--- src/rtl/tsv_fault_cfg_ctrl.sv ---
// Fault-map reconfiguration controller for the 7-TSV CAC/local-AFNS link.
// Optional FAULT_MONOTONIC_EN: new maps are OR-merged with the active map.
module tsv_fault_cfg_ctrl #(
  parameter int unsigned NTSV       = 7,
  parameter int unsigned MAX_FAULTS = 2,
  parameter int unsigned PIPE_LAT   = 3,
  parameter int unsigned SETTLE_CYC = 2
) (
  input  logic            clock,
  input  logic            rst_n,
  input  logic            upd_valid,
  output logic            upd_ready,
  input  logic [NTSV-1:0] upd_flags,
  input  logic            src_valid,
  output logic            src_ready,
  output logic            code_en,
  output logic [NTSV-1:0] f_flag,
  output logic [2:0]      fault_cnt,
  output logic            cfg_busy,
  output logic            cfg_done,
  output logic            cfg_err
);

  localparam int unsigned DCNT_W = (PIPE_LAT > 0) ? $clog2(PIPE_LAT + 1) : 1;
  localparam int unsigned SCNT_W = $clog2(SETTLE_CYC + 1);

  localparam logic [DCNT_W-1:0] DCNT_LD = DCNT_W'(PIPE_LAT);
  localparam logic [SCNT_W-1:0] SCNT_LD = SCNT_W'(SETTLE_CYC - 1);
  localparam logic [2:0]        MAX_F   = 3'(MAX_FAULTS);

  localparam logic [2:0] ST_RUN    = 3'd0;
  localparam logic [2:0] ST_CHECK  = 3'd1;
  localparam logic [2:0] ST_DRAIN  = 3'd2;
  localparam logic [2:0] ST_APPLY  = 3'd3;
  localparam logic [2:0] ST_SETTLE = 3'd4;

  logic [2:0]        state;
  logic [2:0]        next_state;
  logic [NTSV-1:0]   shadow;
  logic [NTSV-1:0]   capture;
  logic [2:0]        shadow_cnt;
  logic              over_cap;
  logic [DCNT_W-1:0] dcnt;
  logic [SCNT_W-1:0] scnt;
  logic              run_q;

  function automatic logic [2:0] popcount(input logic [NTSV-1:0] v);
    logic [2:0] c;
    c = 3'd0;
    for (int unsigned i = 0; i < NTSV; i++) c = c + 3'(v[i]);
    return c;
  endfunction

`ifdef FAULT_MONOTONIC_EN
  // Faults are permanent: a TSV once marked faulty is never re-enabled.
  assign capture = upd_flags | f_flag;
`else
  assign capture = upd_flags;
`endif

  assign shadow_cnt = popcount(shadow);
  assign over_cap   = shadow_cnt > MAX_F;

  // Handshakes come from a registered RUN flag so reset can hold them low.
  assign upd_ready = run_q;
  assign src_ready = run_q;
  assign code_en   = src_valid & run_q;
  assign cfg_busy  = state != ST_RUN;

  always_ff @(posedge clock) begin
    if (!rst_n) state <= ST_RUN;
    else        state <= next_state;
  end

  always_comb begin
    next_state = state;
    case (state)
      ST_RUN:    if (upd_valid && upd_ready) next_state = ST_CHECK;
      ST_CHECK:  next_state = over_cap ? ST_RUN : ST_DRAIN;
      ST_DRAIN:  if (dcnt == '0) next_state = ST_APPLY;
      ST_APPLY:  next_state = ST_SETTLE;
      ST_SETTLE: if (scnt == '0) next_state = ST_RUN;
      default:   next_state = ST_RUN;
    endcase
  end

  always_ff @(posedge clock) begin
    if (!rst_n) begin
      run_q     <= 1'b0;
      shadow    <= '0;
      f_flag    <= '0;
      fault_cnt <= 3'd0;
      cfg_err   <= 1'b0;
      cfg_done  <= 1'b0;
      dcnt      <= '0;
      scnt      <= '0;
    end else begin
      run_q    <= next_state == ST_RUN;
      cfg_done <= (state == ST_SETTLE) && (scnt == '0);

      if (upd_valid && upd_ready) shadow <= capture;

      // Words accepted by the coder need PIPE_LAT cycles to leave the link.
      if (code_en)          dcnt <= DCNT_LD;
      else if (dcnt != '0)  dcnt <= dcnt - DCNT_W'(1);

      case (state)
        ST_CHECK: cfg_err <= over_cap;
        ST_APPLY: begin
          f_flag    <= shadow;
          fault_cnt <= shadow_cnt;
          scnt      <= SCNT_LD;
        end
        ST_SETTLE: if (scnt != '0) scnt <= scnt - SCNT_W'(1);
        default: ;
      endcase
    end
  end

endmodule
--- config.mk ---
export PLATFORM = sky130hd
export DESIGN_NAME = tsv_fault_cfg_ctrl
export DESIGN_NICKNAME = d
export VERILOG_FILES = /design/src/rtl/tsv_fault_cfg_ctrl.sv
export SDC_FILE = /design/constraint.sdc
export NUM_CORES = 1
export LEC_CHECK = 0
export BUFFER_PORTS_ARGS = -buffer_cell sky130_fd_sc_hd__buf_2
export CORE_MARGIN = 3
export CORE_UTILIZATION = 50
export CTS_CLUSTER_DIAMETER = 80
export DETAILED_ROUTE_END_ITERATION = 8
export HOLD_SLACK_MARGIN = 0.05
export PLACE_DENSITY = 0.81
export SKIP_CTS_REPAIR_TIMING = 1
export SYNTH_ARGS = -nofsm -noshare
export SYNTH_HDL_FRONTEND = slang
export SYNTH_SLANG_ARGS = --single-unit
--- constraint.sdc ---
create_clock -name clock -period 3.4 [get_ports clock]
set_clock_uncertainty 0.05 [all_clocks]
set_input_delay 0.85 -clock clock [delete_from_list [all_inputs] [get_ports clock]]
set_output_delay 0.85 -clock clock [all_outputs]
set_load 0.1 [all_outputs]
==> impl_metrics.ini <==
[synth]
ys.flop_type = dfxtp_1
ys_top_cells_by_area = dfxtp_1 44%, a21oi_1 8.9%, fa_1 6.5%, nand3_1 6.1%, nand2_1 5.8%
syn_inst = 141
yosysMostFrequentCell = dfxtp_1
netlist-cell-type-count = 28
synthArstFlopShare_pct = 0
synth_top_area_share_pct = 43.7
ys_warn_count = 0
synth_nets = 158
avgSynthCellArea_sq_um = 8.77
syn_area_sq_um = 1240
synth_seq_cells = 27
synth-seq-area-share_pct = 43.7
synth_edf_count = 0
synth_common_cells = 27 x dfxtp_1, 22 x a21oi_1, 19 x nand2_1
synth_area_leader_cell = dfxtp_1

[detailed_routing]
drc_errors = 0
vias = 998
dr.pass1.iters = 4
final_antenna_net_count = 0
wl_per_cell_um = 12.2
drt-vias-per-instance = 5.28
drt-total-wl_mm = 2.30
drtIter0Drc = 25

[cts]
cts_sinks = 27
cts-root-buf = clkbuf_4
path_clk_slew_ns = 0.15
tritoncts = yes
htree_num_levels = 1
clockBufferDepth = 2
insertion_delay_ns = 0.32
cts_inserted_buffers = 3

[flow_run]
cap_viol_max_count = 0

[placed_design]
post-dp-hpwl_mm = 1.69
port_buffers = 26
gp_congestion = 0.773

[power]
pwr-share-seq_pct = 52.1
switchingPower_w = 0.000261
clkPwrFrac_pct = 19.2
p_per_area_nw_per_um2 = 526
ir_worst_vdd_mv = 0.325
p_comb_share_pct = 28.8
p_leak_nw = 0.602
switching_share_pct = 36.6
p_int_w = 0.000452

[timing]
maxSlewViolCount = 0
slew_headroom_pct = 55.4
layout_min_cycle_time_ns = 2.96
tns_ns = 0
hold_viol_final = 0
rsz0062_at_grt = false
post-route-period-util_pct = 87.2
finalSetupViolations = 0
fmax_mhz = 337
worst_pin_slew_ns = 0.668
whs_ns = 0.409

[floorplanning]
die_y_um = 55.7
coreArea_sq_um = 2280
rows = 17
start_util_pct = 54.3
io_pins = 27
die-width_um = 55.7
die_area_sq_um = 3100

[critical_path]
cp_max_fo = 3
critical_path_class = flip-flop to flip-flop
start_kind = flip-flop
crit_required_ns = 3.59
cp-end-kind = flip-flop
cp.arrival_ns = 3.15

[finish]
diodes = 0
n_fill_cell = 203
drive_gt1_share_pct = 19.3
nets = 179
fin_util_pct = 59.6
syn_to_final_growth_pct = 9.72

[run_status]
status = complete, no violations

[global_routing]
overflow = 0
gr-usage-met2_pct = 24.0
grt_pass1_vias = 897
grt_util_met1_pct = 20.0
track_usage_pct = 15.0
grt_pass1_wl_mm = 3.82
grt_antenna_before_repair = 0
busiest_layer = met2
grt_max_degree = 23
grt_use_met3_pct = 3.25

[min_path]
hold_class = flip-flop to flip-flop
==> critical path, stage by stage, from the launching register on <==
cell,delay (ns)
dfxtp_1,0.37
inv_1,0.07
fa_1,0.50
fa_1,0.49
inv_1,0.05
fa_1,0.38
fa_1,0.46
a21oi_1,0.21
nand2_1,0.10
and4b_1,0.21
==> kinds of logic after synthesis <==
family | after synthesis | share of synthesized area (%)
AOI/OAI and AO/OA | 28 | 12.2
xor gates and xnor gates | 1 | 0.709
adders and majority gates | 6 | 8.50
buffers and inverters | 24 | 10.0
DFF | 27 | 43.7
muxes | 4 | 3.34
and+or+nand+nor | 51 | 21.5
==> cell type report <==
| cell class | instances | area (sq um) | share of cell area [%] |
|---|---|---|---|
| tap | 28 | 35.0 | 2.58 |
| multi-input combinational | 90 | 572 | 42.2 |
| clock buffer | 4 | 26.3 | 1.94 |
| timing repair buffer | 26 | 130 | 9.59 |
| sequential | 27 | 541 | 39.9 |
| inverter | 14 | 52.6 | 3.87 |
==> worst paths after layout <==
kind	from	slack, ns	endpoint	cells past startpoint
worst max register to register	shadow[0]	0.44	src_ready	9
worst max-delay path	shadow[0]	0.44	src_ready	9
worst min-delay path	f_flag[2]	0.41	f_flag[2]	2
worst min register to register	f_flag[2]	0.41	f_flag[2]	2
==> placed cells by master, fill, tap and decap left out, drive strengths merged, types with 2 or more instances in the layout <==
cell type / count
nand2: 19
dfxtp: 27
nor3: 3
a21oi: 22
fa: 4
nand3: 15
nor2: 4
mux2i: 3
o21a: 2
clkbuf: 4
inv: 14
o21ai: 2
buf: 26
nand2b: 2
ha: 2
nand3b: 2
==> metal layers <==
layer	wire length [um]	up-vias
met3	144	4
met1	1070	464
met5	0	-
li1	-	502
met4	31	0
met2	1050	28
==> registers in the layout (all words and copies together) (netlist names) <==
signal	count
state	3
scnt	2
shadow	7
src_ready	1
cfg_err	1
dcnt	2
fault_cnt	3
f_flag	7
cfg_done	1
==> power groups by stage <==
stage / Clock (W) / Sequential [W] / Combinational, W
2_1_floorplan: 0 / 0.000388 / 0.000170
3_3_place_gp: 0 / 0.000376 / 0.000198
3_5_place_dp: 0 / 0.000378 / 0.000208
4_1_cts: 0.000141 / 0.000371 / 0.000208
5_1_grt: 0.000152 / 0.000377 / 0.000224
6_report: 0.000137 / 0.000371 / 0.000205
==> stage by stage <==
stage / total power (W) / cell area (sq um) / std cells / setup WS (ns)
2_1_floorplan: 0.000559 / 1240 / 141 / 0.541
4_1_cts: 0.000721 / 1360 / 189 / 0.429
3_5_place_dp: 0.000586 / 1330 / 185 / 0.450
3_3_place_gp: 0.000575 / 1330 / 185 / 0.539
6_report: 0.000713 / 1360 / 189 / 0.435
5_1_grt: 0.000753 / 1360 / 189 / 0.277
No activity file was read; power rests on OpenSTA's default activity.
